===== config.mk =====
export PLATFORM = sky130hd
export DESIGN_NAME = sfx_scheduler
export DESIGN_NICKNAME = d
export VERILOG_FILES = /design/src/rtl/sfx_pkg.sv /design/src/rtl/sfx_frame_strobe.sv /design/src/rtl/sfx_scheduler.sv
export SDC_FILE = /design/constraint.sdc
export NUM_CORES = 1
export LEC_CHECK = 0
export ABC_AREA = 0
export BUFFER_PORTS_ARGS = -buffer_cell sky130_fd_sc_hd__buf_2
export CORE_MARGIN = 2
export CORE_UTILIZATION = 53
export DETAILED_ROUTE_END_ITERATION = 12
export HOLD_SLACK_MARGIN = 0.05
export MAX_ROUTING_LAYER = met4
export PLACE_DENSITY = 0.77
export SYNTH_ARGS = -nofsm -noshare
export SYNTH_HDL_FRONTEND = slang
export SYNTH_HIERARCHICAL = 1
export SYNTH_SLANG_ARGS = --single-unit
export TNS_END_PERCENT = 20

===== constraint.sdc =====
create_clock -name clock_27mhz -period 3.1 [get_ports clock_27mhz]
set_input_delay 0.775 -clock clock_27mhz [delete_from_list [all_inputs] [get_ports clock_27mhz]]
set_output_delay 0.775 -clock clock_27mhz [all_outputs]
set_load 0.02 [all_outputs]

===== src/rtl/sfx_pkg.sv =====
// Shared encodings for the sound-effect scheduler: FSM states, effect indices,
// default effect lengths in AC97 sample frames.
package sfx_pkg;

   typedef enum logic [1:0] {
      ST_IDLE  = 2'd0,
      ST_ISSUE = 2'd1,
      ST_PLAY  = 2'd2,
      ST_GAP   = 2'd3
   } state_t;

   localparam logic [1:0] FX_SLASH    = 2'd0;
   localparam logic [1:0] FX_RAMP     = 2'd1;
   localparam logic [1:0] FX_TRIANGLE = 2'd2;
   localparam logic [1:0] FX_BOING    = 2'd3;

   localparam int DUR_SLASH_DEF    = 8000;
   localparam int DUR_RAMP_DEF     = 16000;
   localparam int DUR_TRIANGLE_DEF = 16000;
   localparam int DUR_BOING_DEF    = 16000;
   localparam int GAP_DEF          = 2;

   localparam int CNT_W = 15;

endpackage


===== src/rtl/sfx_frame_strobe.sv =====
// Brings the asynchronous AC97 frame-ready into the system clock domain and
// emits a one-cycle strobe per frame, three cycles after the ready rise.
module sfx_frame_strobe (
   input  logic clock_27mhz_i,
   input  logic reset_b_i,
   input  logic ready_i,
   output logic fs_o
);

   logic sync1_q, sync2_q, prev_q, fs_q;

   always_ff @(posedge clock_27mhz_i) begin
      if (!reset_b_i) begin
         sync1_q <= 1'b0;
         sync2_q <= 1'b0;
         prev_q  <= 1'b0;
         fs_q    <= 1'b0;
      end else begin
         sync1_q <= ready_i;
         sync2_q <= sync1_q;
         prev_q  <= sync2_q;
         fs_q    <= sync2_q & ~prev_q;
      end
   end

   assign fs_o = fs_q;

endmodule


===== src/rtl/sfx_scheduler.sv =====
// Latches per-effect requests, arbitrates, issues one play pulse at a time and
// times each effect plus a silence gap in AC97 frames.
//  state    | meaning
//  ST_IDLE  | waiting for a pending request; winner picked here
//  ST_ISSUE | play pulse to the player, counter cleared
//  ST_PLAY  | counting frames until the effect length is reached
//  ST_GAP   | counting silence frames before the next effect
module sfx_scheduler
   import sfx_pkg::*;
#(
   parameter int DUR0 = DUR_SLASH_DEF,
   parameter int DUR1 = DUR_RAMP_DEF,
   parameter int DUR2 = DUR_TRIANGLE_DEF,
   parameter int DUR3 = DUR_BOING_DEF,
   parameter int GAP  = GAP_DEF,
   parameter int RR   = 1
) (
   input  logic       clock_27mhz,
   input  logic       reset_b,
   input  logic [3:0] req,
   input  logic       cancel,
   input  logic       ready,
   output logic [1:0] mode,
   output logic       play,
   output logic       busy,
   output logic [1:0] cur_fx,
   output logic [3:0] pending,
   output logic [3:0] dropped
);

   localparam logic [CNT_W-1:0] DUR0_W = CNT_W'(DUR0);
   localparam logic [CNT_W-1:0] DUR1_W = CNT_W'(DUR1);
   localparam logic [CNT_W-1:0] DUR2_W = CNT_W'(DUR2);
   localparam logic [CNT_W-1:0] DUR3_W = CNT_W'(DUR3);
   localparam logic [CNT_W-1:0] GAP_W  = CNT_W'(GAP);

   logic             fs;
   state_t           state_q, state_d;
   logic [3:0]       req_q, req_edge, clr_mask;
   logic [3:0]       pending_q, pending_d, dropped_q, dropped_d;
   logic [CNT_W-1:0] cnt_q, cnt_d, cnt_inc, dur_sel;
   logic [1:0]       ptr_q, ptr_d, cur_fx_q, cur_fx_d, mode_q, mode_d;
   logic [1:0]       win, idx;
   logic             win_vld;

   sfx_frame_strobe u_strobe (
      .clock_27mhz_i (clock_27mhz),
      .reset_b_i     (reset_b),
      .ready_i       (ready),
      .fs_o          (fs)
   );

   assign req_edge = req & ~req_q;
   assign cnt_inc  = cnt_q + 1'b1;

   always_comb begin
      case (cur_fx_q)
         FX_SLASH:    dur_sel = DUR0_W;
         FX_RAMP:     dur_sel = DUR1_W;
         FX_TRIANGLE: dur_sel = DUR2_W;
         FX_BOING:    dur_sel = DUR3_W;
         default:     dur_sel = DUR0_W;
      endcase
   end

   // Round-robin scans upward from the pointer with 2-bit wrap; fixed priority from 0.
   always_comb begin
      win     = 2'd0;
      win_vld = 1'b0;
      idx     = 2'd0;
      for (int k = 0; k < 4; k++) begin
         idx = (RR != 0) ? ptr_q + 2'(k) : 2'(k);
         if (!win_vld && pending_q[idx]) begin
            win     = idx;
            win_vld = 1'b1;
         end
      end
   end

   always_comb begin
      state_d  = state_q;
      cnt_d    = cnt_q;
      ptr_d    = ptr_q;
      cur_fx_d = cur_fx_q;
      mode_d   = mode_q;
      clr_mask = 4'b0000;
      case (state_q)
         ST_IDLE: begin
            if (win_vld) begin
               clr_mask = 4'b0001 << win;
               cur_fx_d = win;
               mode_d   = win;
               state_d  = ST_ISSUE;
            end
         end
         ST_ISSUE: begin
            cnt_d   = '0;
            ptr_d   = cur_fx_q + 2'd1;
            state_d = ST_PLAY;
         end
         ST_PLAY: begin
            if (fs) begin
               if (cnt_inc == dur_sel) begin
                  cnt_d   = '0;
                  state_d = ST_GAP;
               end else begin
                  cnt_d = cnt_inc;
               end
            end
         end
         ST_GAP: begin
            if (fs) begin
               if (cnt_inc == GAP_W) begin
                  cnt_d   = '0;
                  state_d = ST_IDLE;
               end else begin
                  cnt_d = cnt_inc;
               end
            end
         end
         default: state_d = ST_IDLE;
      endcase
      // A fresh edge always survives both cancel and the serve-clear.
      pending_d = (cancel ? 4'b0000 : (pending_q & ~clr_mask)) | req_edge;
      dropped_d = dropped_q | (req_edge & pending_q & ~clr_mask);
   end

   always_ff @(posedge clock_27mhz) begin
      if (!reset_b) begin
         state_q   <= ST_IDLE;
         req_q     <= 4'b0000;
         pending_q <= 4'b0000;
         dropped_q <= 4'b0000;
         cnt_q     <= '0;
         ptr_q     <= 2'd0;
         cur_fx_q  <= 2'd0;
         mode_q    <= 2'd0;
      end else begin
         state_q   <= state_d;
         req_q     <= req;
         pending_q <= pending_d;
         dropped_q <= dropped_d;
         cnt_q     <= cnt_d;
         ptr_q     <= ptr_d;
         cur_fx_q  <= cur_fx_d;
         mode_q    <= mode_d;
      end
   end

   assign mode    = mode_q;
   assign play    = (state_q == ST_ISSUE);
   assign busy    = (state_q != ST_IDLE);
   assign cur_fx  = cur_fx_q;
   assign pending = pending_q;
   assign dropped = dropped_q;

endmodule


Word level (Yosys, flattened, before mapping):

Cells that the tools add are included.

* bits in registers: 37
* bits of input ports: 8
* output and inout port bits: 14

* add/sub/neg operators: 5
* magnitude comparators: 4
* equality and inequality tests: 13
* shift-type cells: 1
* muxes and demuxes: 31
* bitwise logic cells: 10
* reductions and logical operators: 14

Operators by type and width (number)
* 2-to-1 mux 15 bit: 4
* one-hot mux 15 bit (3 select lines): 1
* one-hot mux 15 bit (2 select lines): 1
* 2-to-1 mux 2 bit: 9
* AND 4 bit: 4
* adder 15 x 1 -> 15 bit, second input constant: 1
* == test 15 bit: 1
* == test 15 x 2 -> 1 bit, second input constant: 1
* < comparator 2 x 3 -> 1 bit, second input constant: 4
* 2-to-1 mux 4 bit: 3
* binary-select mux 1 bit (select 2 bit): 4
* == test 2 bit, second input constant: 4
* 2-to-1 mux 1 bit: 8
* NOT 4 bit: 2
* bitwise OR 4 bit: 2
* one-hot mux 2 bit (4 select lines): 1
* inequality test 2 bit, second input constant: 3
* AND reduction 5 bit: 1
* adder 2 x 1 -> 2 bit, second input constant: 2
* adder 2 bit, second input constant: 2
* == test 2 x 1 -> 1 bit, second input constant: 2
* zero test 2 bit: 2
* inequality test 2 x 1 -> 1 bit, second input constant: 2
* << shifter 1 x 2 -> 4 bit, first input constant: 1
* 9 further kinds: 13

Longest topological paths before layout:

* depth after elaboration: 19
* depth in mapped cells: 10
* mapped depth without buffers: 8

By module:

The synthesis kept the hierarchy.

By module, submodules not included
* sfx_scheduler: instances 1, cells an instance 254, area each 2010.7 um2
* sfx_frame_strobe: instances 1, cells an instance 8, area each 111.4 um2

Least setup slack after synthesis:

Ideal clock, no wire load.

* kind: reg2reg
* start point: register cnt_q[0]
* end point: register state_q[0]
* arrival: 2.724 ns
* path slack: 0.259 ns
* cell stages (with the launch flop): 10
* buffers on the path: 1
* path through: dfxtp_1 ha_1 clkbuf_1 nand4_1 or4_1 xor2_1 o21ai_0 o41a_1 or4_1 o211a_1

* longest elaborated chain between the ends: 4
* elaborated cells between the ends (all ways): 6

RTL lines
* from (decl): RTL line sfx_scheduler.sv:41 `logic [CNT_W-1:0] cnt_q, cnt_d, cnt_inc, dur_sel;`
* from (signal assigned): RTL line sfx_scheduler.sv:143 `cnt_q <= cnt_d;`
* adder 15 x 1 -> 15 bit (*): RTL line sfx_scheduler.sv:54 `assign cnt_inc = cnt_q + 1'b1;`
* == test 15 x 2 -> 1 bit / == test 15 bit (equally long branches): RTL line sfx_scheduler.sv:113, sfx_scheduler.sv:103
* inequality test 2 bit (no source line)
* AND reduction 5 bit (no source line) (*)
* to (signal assigned): RTL line sfx_scheduler.sv:139 `state_q <= state_d;`
* to (decl): RTL line sfx_scheduler.sv:38 `state_t state_q, state_d;`

Every way passes the cells marked *; elsewhere a longest branch is shown, timed or not.
A chain may end at the register's enable or synchronous reset.

Worst setup path after layout:

* start point: register cnt_q[8]
* end point: register state_q[0]

The elaborated chain is that of the path after synthesis.

==> impl_metrics.ini <==
[placed_design]
dp_hpwl_um = 3243
gp_congestion = 0.9224
portBuffers = 21

[route]
drc = 0
totalWireLength_um = 4362
via_count = 1861
firstDrtPassIters = 4
via_per_inst = 5.691
drt-initial-drc-count = 141
ant_nets = 0
wl_per_cell_um = 13.34

[global_routing]
track_usage_pct = 22.66
grt_max_degree = 19
grt_pass1_wl_um = 7541
grt_overflow = 0
grt_pass1_vias = 1683
antenna_found_initial = 0

[sta]
post-route-min-period_ps = 2835
fin_crit_sh_pct = 91.46
slew_headroom_pct = 52.52
clock_skew_ps = 14.58
finalSetupViolations = 0
max_freq_mhz = 352.7
tightestPinTransition_ps = 710.7
finalHoldViolations = 0
rsz0062_at_grt = false
tns_ps = 0
finalMaxSlewViolations = 0
holdWs_ps = 451.2

[clock_network]
cts_tree = built
clock_sinks = 37
holdBufCountCts = 0
htreeDepth = 2
clk_path_buf_depth = 2
root_buffer = clkbuf_8
clkTransAtPathRegs_ps = 80
cts_buffers = 5
clock_latency_ps = 290

[die]
die_height_um = 67.28
fp.dieArea_mm2 = 0.004526
coreArea_mm2 = 0.003744
rows = 22
io_pins = 22
die_w_um = 67.28
start_util_pct = 56.68

[setup_path]
arrival_ps = 3030
path_max_fanout = 8
startpoint_type = flip-flop
worstPathRequired_ps = 3290
path_class = reg -> reg
worst_setup_path_end_kind = flip-flop

[layout]
layout-drive-gt1-share_pct = 16.13
nFillCells = 340
n_antenna_cell = 0
syn_to_final_growth_pct = 10.38
nNetsFinal = 294

[pwr]
power_density_mw_per_mm2 = 530.4
pwr-share-clk_pct = 28.3
pwr-share-comb_pct = 27.4
cellLeakagePower_nw = 0.9199
vdd_drop_max_mv = 0.4979
pwr-share-seq_pct = 44.3
internal_power_mw = 0.8180
p_sw_mw = 0.4243
switching_share_pct = 34.15

[yosys]
async_reset_ff_share_pct = 0
synth_top_area_share_pct = 34.91
synth-edff-count = 0
synth_top_cells_by_area = dfxtp_1, nor2_1, ha_1, xnor2_1, xor2_1
synth_area_leader_cell = dfxtp_1
synth_seq_cells = 37
synth_fp_nets = 278
synthCells = 262
synth-main-ff-cell = dfxtp_1
syn-mean-instance-area_um2 = 8.099
synthDistinctLibCells = 49
ys_seq_area_share_pct = 34.91
ys_warn_count = 6
netlist_area_mm2 = 0.002122

[worst_hold_path]
hp-class = reg -> reg

[run_status]
outcome = finished, final reports clean

[run]
cap_violations = 0
[sequential cells by signal, summed over array words and instances, names as in the netlist, 2 cells and up]
| register | cells |
|---|---|
| cnt_q | 15 |
| dropped | 4 |
| pending | 4 |
| req_q | 4 |
| mode | 2 |
| ptr_q | 2 |
| state_q | 2 |
[worst max-delay path: stages (launching register included)]
cell and delay (ps):
dfxtp_1 460, nand4_1 250, or4_1 590, xor2_1 140, o21ai_0 130, o41a_1 540
or4_1 500, o211a_1 140
[metal layers]
metal / GRT usage [%] / share of wire, %
met1: 29.84 / 48
met2: 32.92 / 45
met3: 5.667 / 6.1
met4: 9.694 / 1.3
met5: - / 0
[Yosys cell counts, types with 2 or more instances]
cell type	instances
a21oi_1	11
a31oi_1	4
and2_1	6
and2_2	3
and4_1	2
and4b_1	2
buf_2	5
buf_4	2
clkbuf_1	9
dfxtp_1	37
ha_1	8
inv_1	16
mux2i_1	5
nand2_1	17
nand2b_1	3
nand3_1	10
nand4_1	9
nor2_1	30
nor2b_1	2
nor3_1	10
nor4_1	4
nor4_2	2
o21a_1	5
o21ai_0	12
o22ai_1	5
o41a_1	2
or3_1	4
or4_1	2
xnor2_1	8
xor2_1	8
[cell families (layout without fill, tap and decap cells)]
kind of cell    count (synthesis)  in the layout  synth area share (%)
mux                             5              5                 2.359
fa+ha+maj                       8              8                 4.717
compound gates                 50             50                 15.92
xor+xnor                       16             16                 6.604
simple gates                  112            112                 28.42
buf+inv                        34             51                 7.075
flops                          37             37                 34.91
[power groups by stage]
stage	sequential [mW]	clock, mW	combinational (mW)
after floorplan	0.564	0	0.251
after global placement	0.558	0	0.334
after detailed placement	0.560	0	0.340
after CTS	0.550	0.357	0.340
after global routing	0.557	0.376	0.378
final	0.551	0.351	0.340
[per-stage QoR]
stage	instances	utilization (%)	cell area (um^2)	total power [mW]	worst slack (ps)
2_1_floorplan	262	-	2122	0.8151	259.3
3_3_place_gp	319	59.89	2242	0.8915	316.3
3_5_place_dp	319	59.89	2242	0.8994	215.9
4_1_cts	327	62.47	2338	1.247	204.1
5_1_grt	327	62.57	2342	1.311	83.17
6_report	327	62.57	2342	1.242	264.9
[what timing repair did]
item                                    4_1_cts  5_1_grt
setup buffers                                 0        0
gates resized for setup                       0        3
endpoints found under the setup margin        0       13
[cell usage in the layout (no fill, tap or decap), types with 8 or more instances in the layout]
| cell | instances |
|---|---|
| nand2_1 | 17 |
| o21ai_0 | 12 |
| a21oi_1 | 11 |
| xnor2_1 | 8 |
| nor3_1 | 10 |
| ha_1 | 8 |
| dfxtp_1 | 35 |
| xor2_1 | 8 |
| inv_1 | 16 |
| nor2_1 | 30 |
| nand3_1 | 10 |
| nand4_1 | 9 |
| buf_2 | 21 |
[worst paths after layout]
check,start,end,slack (ps),depth (start not counted)
max,cnt_q[8]$_SDFFE_PN0P_,state_q[0]$_SDFFE_PN0P_,260,7
min,u_strobe/sync1_q$_SDFF_PN0_,u_strobe/sync2_q$_SDFF_PN0_,450,1
max reg2reg,cnt_q[8]$_SDFFE_PN0P_,state_q[0]$_SDFFE_PN0P_,260,7
min reg2reg,u_strobe/sync1_q$_SDFF_PN0_,u_strobe/sync2_q$_SDFF_PN0_,450,1
[layout make-up]
type                       count  area, um^2  area share [%]
multi-input combinational    191        1232           52.62
sequential                    37       743.2           31.73
inverter                      16       60.06           2.564
tap                           48       60.06           2.564
clock inverter                 2       13.76          0.5876
clock buffer                   6       82.58           3.526
timing repair buffer          27       150.1           6.410
Power figures use the tool's default switching activity.
